[src/rtl/phaser_in_tap_ctrl.sv]
// rtl/phaser_in_tap_ctrl.sv - PHASER_IN delay-control command sequencer
// Turns fine-step / counter-load / counter-read commands into correctly spaced PHASER_IN pin pulses.
module phaser_in_tap_ctrl #(
   parameter int SETTLE_CYCLES = 8,
   parameter int READ_LATENCY  = 4,
   parameter int INIT_FINE_TAP = 0
) (
   input  logic       SYSCLK,
   input  logic       RST,
   input  logic       CMD_VALID,
   output logic       CMD_READY,
   input  logic [1:0] CMD_OP,
   input  logic [5:0] CMD_ARG,
   output logic       RSP_VALID,
   output logic [5:0] RSP_DATA,
   output logic       RSP_ERR,
   output logic       BUSY,
   output logic [5:0] FINE_TAP,
   output logic       FINEENABLE,
   output logic       FINEINC,
   output logic       COUNTERLOADEN,
   output logic [5:0] COUNTERLOADVAL,
   output logic       COUNTERREADEN,
   input  logic [5:0] COUNTERREADVAL,
   input  logic       FINEOVERFLOW
);

   localparam logic [1:0] OP_LOAD     = 2'b10;
   localparam logic [1:0] OP_READ     = 2'b11;
   localparam logic [7:0] SETTLE_LAST = 8'(SETTLE_CYCLES - 1);
   localparam logic [7:0] READ_LAST   = 8'(READ_LATENCY - 1);
   localparam logic [5:0] TAP_INIT    = 6'(INIT_FINE_TAP);

   typedef enum logic [2:0] {
      S_IDLE,
      S_FINE_PULSE,
      S_FINE_WAIT,
      S_LOAD_PULSE,
      S_LOAD_WAIT,
      S_READ_PULSE,
      S_READ_WAIT,
      S_RESP
   } state_t;

   state_t     state, state_nxt;
   logic [5:0] remaining, remaining_nxt;
   logic       dir, dir_nxt;
   logic       fine_cmd, fine_cmd_nxt;
   logic [7:0] wait_cnt, wait_nxt;
   logic [5:0] tap_nxt;
   logic [5:0] load_val_nxt;
   logic [5:0] rsp_data_nxt;
   logic       rsp_err_nxt;

   function automatic logic at_limit(input logic [5:0] tap, input logic up);
      return up ? (tap == 6'd63) : (tap == 6'd0);
   endfunction

   function automatic logic [5:0] tap_step(input logic [5:0] tap, input logic up);
      return up ? tap + 6'd1 : tap - 6'd1;
   endfunction

   always_ff @(posedge SYSCLK) begin
      if (RST) begin
         state <= S_IDLE;
      end else begin
         state <= state_nxt;
      end
   end

   always_comb begin
      state_nxt     = state;
      remaining_nxt = remaining;
      dir_nxt       = dir;
      fine_cmd_nxt  = fine_cmd;
      wait_nxt      = wait_cnt;
      tap_nxt       = FINE_TAP;
      load_val_nxt  = COUNTERLOADVAL;
      rsp_data_nxt  = RSP_DATA;
      rsp_err_nxt   = RSP_ERR;

      case (state)
         S_IDLE: begin
            if (CMD_VALID) begin
               if (CMD_OP == OP_LOAD) begin
                  fine_cmd_nxt = 1'b0;
                  load_val_nxt = CMD_ARG;
                  state_nxt    = S_LOAD_PULSE;
               end else if (CMD_OP == OP_READ) begin
                  fine_cmd_nxt = 1'b0;
                  state_nxt    = S_READ_PULSE;
               end else begin
                  fine_cmd_nxt = 1'b1;
                  dir_nxt      = ~CMD_OP[0];
                  // Nothing to do, or already pinned at the end of the delay line.
                  if (CMD_ARG == 6'd0 || at_limit(FINE_TAP, ~CMD_OP[0])) begin
                     rsp_data_nxt = FINE_TAP;
                     rsp_err_nxt  = (CMD_ARG != 6'd0);
                     state_nxt    = S_RESP;
                  end else begin
                     tap_nxt       = tap_step(FINE_TAP, ~CMD_OP[0]);
                     remaining_nxt = CMD_ARG - 6'd1;
                     state_nxt     = S_FINE_PULSE;
                  end
               end
            end
         end

         S_FINE_PULSE: begin
            if (FINEOVERFLOW) begin
               rsp_data_nxt = FINE_TAP;
               rsp_err_nxt  = 1'b1;
               state_nxt    = S_RESP;
            end else begin
               wait_nxt  = SETTLE_LAST;
               state_nxt = S_FINE_WAIT;
            end
         end

         S_FINE_WAIT: begin
            if (FINEOVERFLOW) begin
               rsp_data_nxt = FINE_TAP;
               rsp_err_nxt  = 1'b1;
               state_nxt    = S_RESP;
            end else if (wait_cnt != 8'd0) begin
               wait_nxt = wait_cnt - 8'd1;
            end else if (remaining == 6'd0) begin
               rsp_data_nxt = FINE_TAP;
               rsp_err_nxt  = 1'b0;
               state_nxt    = S_RESP;
            end else if (at_limit(FINE_TAP, dir)) begin
               rsp_data_nxt = FINE_TAP;
               rsp_err_nxt  = 1'b1;
               state_nxt    = S_RESP;
            end else begin
               tap_nxt       = tap_step(FINE_TAP, dir);
               remaining_nxt = remaining - 6'd1;
               state_nxt     = S_FINE_PULSE;
            end
         end

         S_LOAD_PULSE: begin
            wait_nxt  = SETTLE_LAST;
            state_nxt = S_LOAD_WAIT;
         end

         S_LOAD_WAIT: begin
            if (wait_cnt != 8'd0) begin
               wait_nxt = wait_cnt - 8'd1;
            end else begin
               rsp_data_nxt = COUNTERLOADVAL;
               rsp_err_nxt  = 1'b0;
               state_nxt    = S_RESP;
            end
         end

         S_READ_PULSE: begin
            wait_nxt  = READ_LAST;
            state_nxt = S_READ_WAIT;
         end

         S_READ_WAIT: begin
            if (wait_cnt != 8'd0) begin
               wait_nxt = wait_cnt - 8'd1;
            end else begin
               rsp_data_nxt = COUNTERREADVAL;
               rsp_err_nxt  = 1'b0;
               state_nxt    = S_RESP;
            end
         end

         S_RESP: begin
            state_nxt = S_IDLE;
         end

         default: begin
            state_nxt = S_IDLE;
         end
      endcase
   end

   // Pin and status outputs are decoded from the next state so they change on the same edge as the state.
   always_ff @(posedge SYSCLK) begin
      if (RST) begin
         remaining      <= 6'd0;
         dir            <= 1'b0;
         fine_cmd       <= 1'b0;
         wait_cnt       <= 8'd0;
         FINE_TAP       <= TAP_INIT;
         COUNTERLOADVAL <= 6'd0;
         RSP_DATA       <= 6'd0;
         RSP_ERR        <= 1'b0;
         RSP_VALID      <= 1'b0;
         CMD_READY      <= 1'b1;
         BUSY           <= 1'b0;
         FINEENABLE     <= 1'b0;
         FINEINC        <= 1'b0;
         COUNTERLOADEN  <= 1'b0;
         COUNTERREADEN  <= 1'b0;
      end else begin
         remaining      <= remaining_nxt;
         dir            <= dir_nxt;
         fine_cmd       <= fine_cmd_nxt;
         wait_cnt       <= wait_nxt;
         FINE_TAP       <= tap_nxt;
         COUNTERLOADVAL <= load_val_nxt;
         RSP_DATA       <= rsp_data_nxt;
         RSP_ERR        <= rsp_err_nxt;
         RSP_VALID      <= (state_nxt == S_RESP);
         CMD_READY      <= (state_nxt == S_IDLE);
         BUSY           <= (state_nxt != S_IDLE);
         FINEENABLE     <= (state_nxt == S_FINE_PULSE);
         FINEINC        <= (state_nxt != S_IDLE) && fine_cmd_nxt && dir_nxt;
         COUNTERLOADEN  <= (state_nxt == S_LOAD_PULSE);
         COUNTERREADEN  <= (state_nxt == S_READ_PULSE);
      end
   end

endmodule

[config.mk]
export PLATFORM = sky130hd
export DESIGN_NAME = phaser_in_tap_ctrl
export DESIGN_NICKNAME = d
export VERILOG_FILES = /design/src/rtl/phaser_in_tap_ctrl.sv
export SDC_FILE = /design/constraint.sdc
export NUM_CORES = 1
export LEC_CHECK = 0
export ABC_AREA = 1
export BUFFER_PORTS_ARGS = -buffer_cell sky130_fd_sc_hd__buf_4
export CAP_MARGIN = 20
export CORE_ASPECT_RATIO = 1.1
export CORE_MARGIN = 3
export CORE_UTILIZATION = 40
export DETAILED_ROUTE_END_ITERATION = 7
export SETUP_SLACK_MARGIN = 0.1
export SLEW_MARGIN = 40
export SYNTH_ARGS = -nofsm -noshare
export SYNTH_HDL_FRONTEND = slang
export SYNTH_SLANG_ARGS = --single-unit
[constraint.sdc]
create_clock -name SYSCLK -period 1.7 [get_ports SYSCLK]
set_input_delay 0.085 -clock SYSCLK [delete_from_list [all_inputs] [get_ports SYSCLK]]
set_output_delay 0.085 -clock SYSCLK [all_outputs]
set_load 0.005 [all_outputs]
==> results.env <==
DRT-PASS1-ITER-COUNT=4
MAX_SLEW_MARGIN_PCT=74.47
SYNTH.TOP_CELL.AREA_SHARE_PCT=32.26
NETLIST_INSTANCES=419
CRITICAL_PATH.CELL_CHAIN='ha_2 > nand2_2 > nor2_4 > nand3_2 > nand4_1 > buf_6 > o211ai_1 > buf_4 > nand4_1 > nor2_1'
SYNTH_AREA_LEADERS='sky130_fd_sc_hd__dfxtp_1 (32%), sky130_fd_sc_hd__nand2_1 (11%), sky130_fd_sc_hd__inv_1 (8.9%), sky130_fd_sc_hd__nor2_1 (7.5%), sky130_fd_sc_hd__o21ai_0 (5.4%)'
DRT_ITER0_DRC=136
FAILED_CHECKS='negative setup slack'
GRT_FIRST_PASS_WIRELENGTH_MM=13.45
FINALWORSTPATHREQUIREDPERIOD_NS=1.737
LAYOUT.NETS=529
ACHIEVABLE-FREQUENCY_GHz=0.5759
ASYNC_FLOP_SHARE_PCT=0
REGTOREGSTARTPOINT='FINE_TAP[1]'
CRIT_PATH_TOP_DELAY_CELL='sky130_fd_sc_hd__dfxtp_4'
GLOBALROUTE.TOTALOVERFLOW=0
PRECTSSETUPSLACK_NS=-0.1348
TNS_NS=-0.08193
TIMING.CRITICAL_PATH.MODE_CELL='sky130_fd_sc_hd__nand4_1'
TRITONCTS='built'
WORST_PIN_SLEW_NS=0.3825
VDD_IR_DROP_MAX_V=0.001161
CRITICAL_PATH.ENDPOINT_TYPE='flip-flop'
SYNTH-WARNING-COUNT=0
POWER_DENSITY_nW_PER_UM2=2145
FINAL_LAYOUT_SIZE_SUFFIX_GT1_SHARE_PCT=33.40
DIE-AREA_SQ_UM=8022
HOLDWS_NS=0.03675
FP-ROW-COUNT=31
PLACED_CELLS=570
INSERTION_DELAY_NS=0.31
FINALMAXSLEWVIOLATIONS=0
POST_DP_CELL_AREA_SQ_UM=3415
TOTAL_GLOBAL_ROUTE_TRACK_USAGE_PCT=21.20
CELLLEAKAGEPOWER_nW=1.825
INITIAL_CORE_UTILIZATION_PCT=41.86
NUMBER_OF_GLOBAL_ROUTE_VIAS_BEFORE_REPAIR=2893
CTS.ROOT.BUFFER_CELL='sky130_fd_sc_hd__clkbuf_8'
REQUIRED_NS=1.92
CRIT_PATH_MAX_FANOUT=3
POST_DRT_VIA_CELL_RATIO=5.066
CPLARGESTDELAYFAMILY='simple AND/OR/NAND/NOR gates'
CTSHTREEMAXLEVEL=2
NUMBER_OF_ANTENNA_VIOLATIONS_AT_THE_FIRST_CHECK_IN_GLOBAL_ROUTING=0
REGISTER_AREA_SHARE_AFTER_SYNTHESIS_PCT=32.26
DRV.MAX_CAP_VIOLATION_COUNT=0
CLOCK_TREE.BUFFER_DEPTH=2
TIMING.CRITICAL_PATH.ARRIVAL_NS=1.95
AREA_GROWTH_SYN_TO_LAYOUT_PCT=38.35
RSZ_0062_RAISED_AFTER_GLOBAL_ROUTING='yes'
TIMING.CRITICAL_PATH.FROM='FINE_TAP[1]'
ROUTEDWLPERCELL_UM=14.23
PLACE.PORT_BUFFERS=43
PLACEABLECOREAREA_SQ_UM=6671
FP.DIEW_UM=85.67
GP_CONGESTION=0.9128
ANTENNADIODECOUNT=0
IOPINCOUNT=44
WL_MM=8.368
FINISH.CELL_COUNT_WITHOUT_FILLERS=588
WORST-PATH-BUF-INV=2
HOLD_VIOL_FINAL=0
POST_SYNTH.CELL_AREA_AVG_SQ_UM=6.665
FIN_CRIT_SH_PCT=102.2
GRT_START_MAX_NET_PINS=17
FINAL_DESIGN_INSTANCE_AREA_WITHOUT_FILL_SQ_UM=3864
WORSTHOLDPATHTYPE='input pin to flip-flop'
SYNTH_LARGEST_AREA_CELL='sky130_fd_sc_hd__dfxtp_1'
FIN_WORST_SKEW_NS=0.008968
POSTSYNTHREGISTERBITS=45
FINALSETUPVIOLATIONS=5
FINAL_CRITICAL_PATH_SETUP_SLACK_NS=-0.03655
SLOWEST_DELAY_NS=0.38
DRC=0
VERTICAL_DIE_DIMENSION_UM=93.64
SYNTH_CELL_TYPES=42
DETAILED_PLACE_HPWL_MM=6.088
SYNTH_FP_NETS=443
CTS_BUFS_INSERTED=5
ROUTE.ANTENNA.REMAINING_NETS=0
RUN_STATUS='complete, but fails checks'
POST_SYNTHESIS_CELL_AREA_SQ_UM=2793
WORSTSETUPSTARTPOINTTYPE='flip-flop'
CLK_PIN_SLEW_WORST_PATHS_NS=0.09
ROUTE.VIAS.TOTAL=2979
TIMING_WORST_SETUP_PATH_TYPE='flip-flop to flip-flop'
SYNTH-EDFF-COUNT=0
CLKSINKCOUNT=45
YS_DOMINANT_REG_CELL='sky130_fd_sc_hd__dfxtp_1'
TIMING.HOLD.WORST.START='CMD_ARG[0]'
## placed cells by master, fill, tap and decap left out, types with 5 or more instances in the layout
cell                       count
sky130_fd_sc_hd__o21ai_0      25
sky130_fd_sc_hd__dfxtp_1      39
sky130_fd_sc_hd__nor2_2        6
sky130_fd_sc_hd__nand4_1      14
sky130_fd_sc_hd__o21ai_2       5
sky130_fd_sc_hd__o21ai_1       9
sky130_fd_sc_hd__xor2_1        7
sky130_fd_sc_hd__nor2_4        9
sky130_fd_sc_hd__buf_4        83
sky130_fd_sc_hd__nand3_1      11
sky130_fd_sc_hd__dfxtp_4       5
sky130_fd_sc_hd__nand2_2      15
sky130_fd_sc_hd__clkbuf_8      5
sky130_fd_sc_hd__a21oi_1      26
sky130_fd_sc_hd__inv_1        59
sky130_fd_sc_hd__nand2_1      72
sky130_fd_sc_hd__nor2_1       51
sky130_fd_sc_hd__inv_2         5
## area by class of cell
cell class / count / area, sq um
clock buffers: 6 / 72.57
clock inverters: 2 / 38.79
fillers: 644 / 2808
inverters: 69 / 279.0
multi-input cells: 297 / 1773
flip-flops and latches: 45 / 920.9
well taps: 82 / 102.6
repair buffers: 87 / 676.9
## worst paths after layout
check                           slack [ns]                 to  cells past startpoint
worst max-delay path                 -0.04      COUNTERREADEN                     10
worst min-delay path                  0.04  COUNTERLOADVAL[0]                      3
worst max register to register       -0.04      COUNTERREADEN                     10
worst min register to register        0.45        wait_cnt[0]                      1
## worst register-to-register path, stage by stage (launching register included)
cell and delay [ns]:
sky130_fd_sc_hd__dfxtp_4 0.38, sky130_fd_sc_hd__ha_2 0.19, sky130_fd_sc_hd__nand2_2 0.07, sky130_fd_sc_hd__nor2_4 0.15, sky130_fd_sc_hd__nand3_2 0.11, sky130_fd_sc_hd__nand4_1 0.15, sky130_fd_sc_hd__buf_6 0.14, sky130_fd_sc_hd__o211ai_1 0.15
sky130_fd_sc_hd__buf_4 0.18, sky130_fd_sc_hd__nand4_1 0.08, sky130_fd_sc_hd__nor2_1 0.05
## layer usage
layer / up-vias / GRT usage, % / routed length [um]
met4: 0 / 8.311 / 240
met2: 67 / 38.67 / 4455
met5: - / 0 / 0
met3: 23 / 4.670 / 362
met1: 1377 / 23.68 / 3310
li1: 1512 / - / -
## report_power, final
part / leakage [nW] / total [W] / internal (W) / switching [W]
Combinational: 1.40 / 0.00562 / 0.00238 / 0.00324
Clock: 0.0554 / 0.000841 / 0.000442 / 0.000399
Sequential: 0.373 / 0.00182 / 0.00146 / 0.000360
## per-stage QoR
stage               total power [W]  utilization, %
global route               0.009034           57.91
floorplan                  0.004914               -
global placement           0.006351           51.18
finish                     0.008287           57.91
detailed placement         0.006406           51.18
CTS                        0.007775           55.46
## state kept, by name, indices dropped and copies added, names as in the netlist, 3 cells and up
| register | cells |
|---|---|
| RSP_DATA | 6 |
| COUNTERLOADVAL | 6 |
| state | 3 |
| FINE_TAP | 6 |
| wait_cnt | 8 |
| remaining | 6 |
## cells in the mapped netlist (all sizes together), types with 2 or more instances
cell / n
o22ai: 4
ha: 6
clkbuf: 4
a211oi: 2
nor2: 65
a31oi: 3
a21oi: 29
inv: 69
nand3: 18
nand2: 92
dfxtp: 45
o21ai: 40
xor2: 7
buf: 6
xnor2: 2
nor3: 3
nand4: 14
## cell families after synthesis
family / count (synthesis) / synth area share (%)
xor+xnor: 9 / 2.823
mux: 1 / 0.3584
buf+inv: 79 / 12.10
simple gates: 195 / 32.53
flops: 45 / 32.26
compound gates: 84 / 17.25
fa+ha+maj: 6 / 2.688
## what timing repair did
item / CTS / global route
pin swaps: 12 / 17
gates resized for setup: 38 / 42
cloned: 2 / 0
hold buffers: 0 / 0
hold endpoints to repair: 0 / 0
buffers inserted: 5 / 3
endpoints found under the setup margin: 32 / 36
Power figures use the tool's default switching activity.
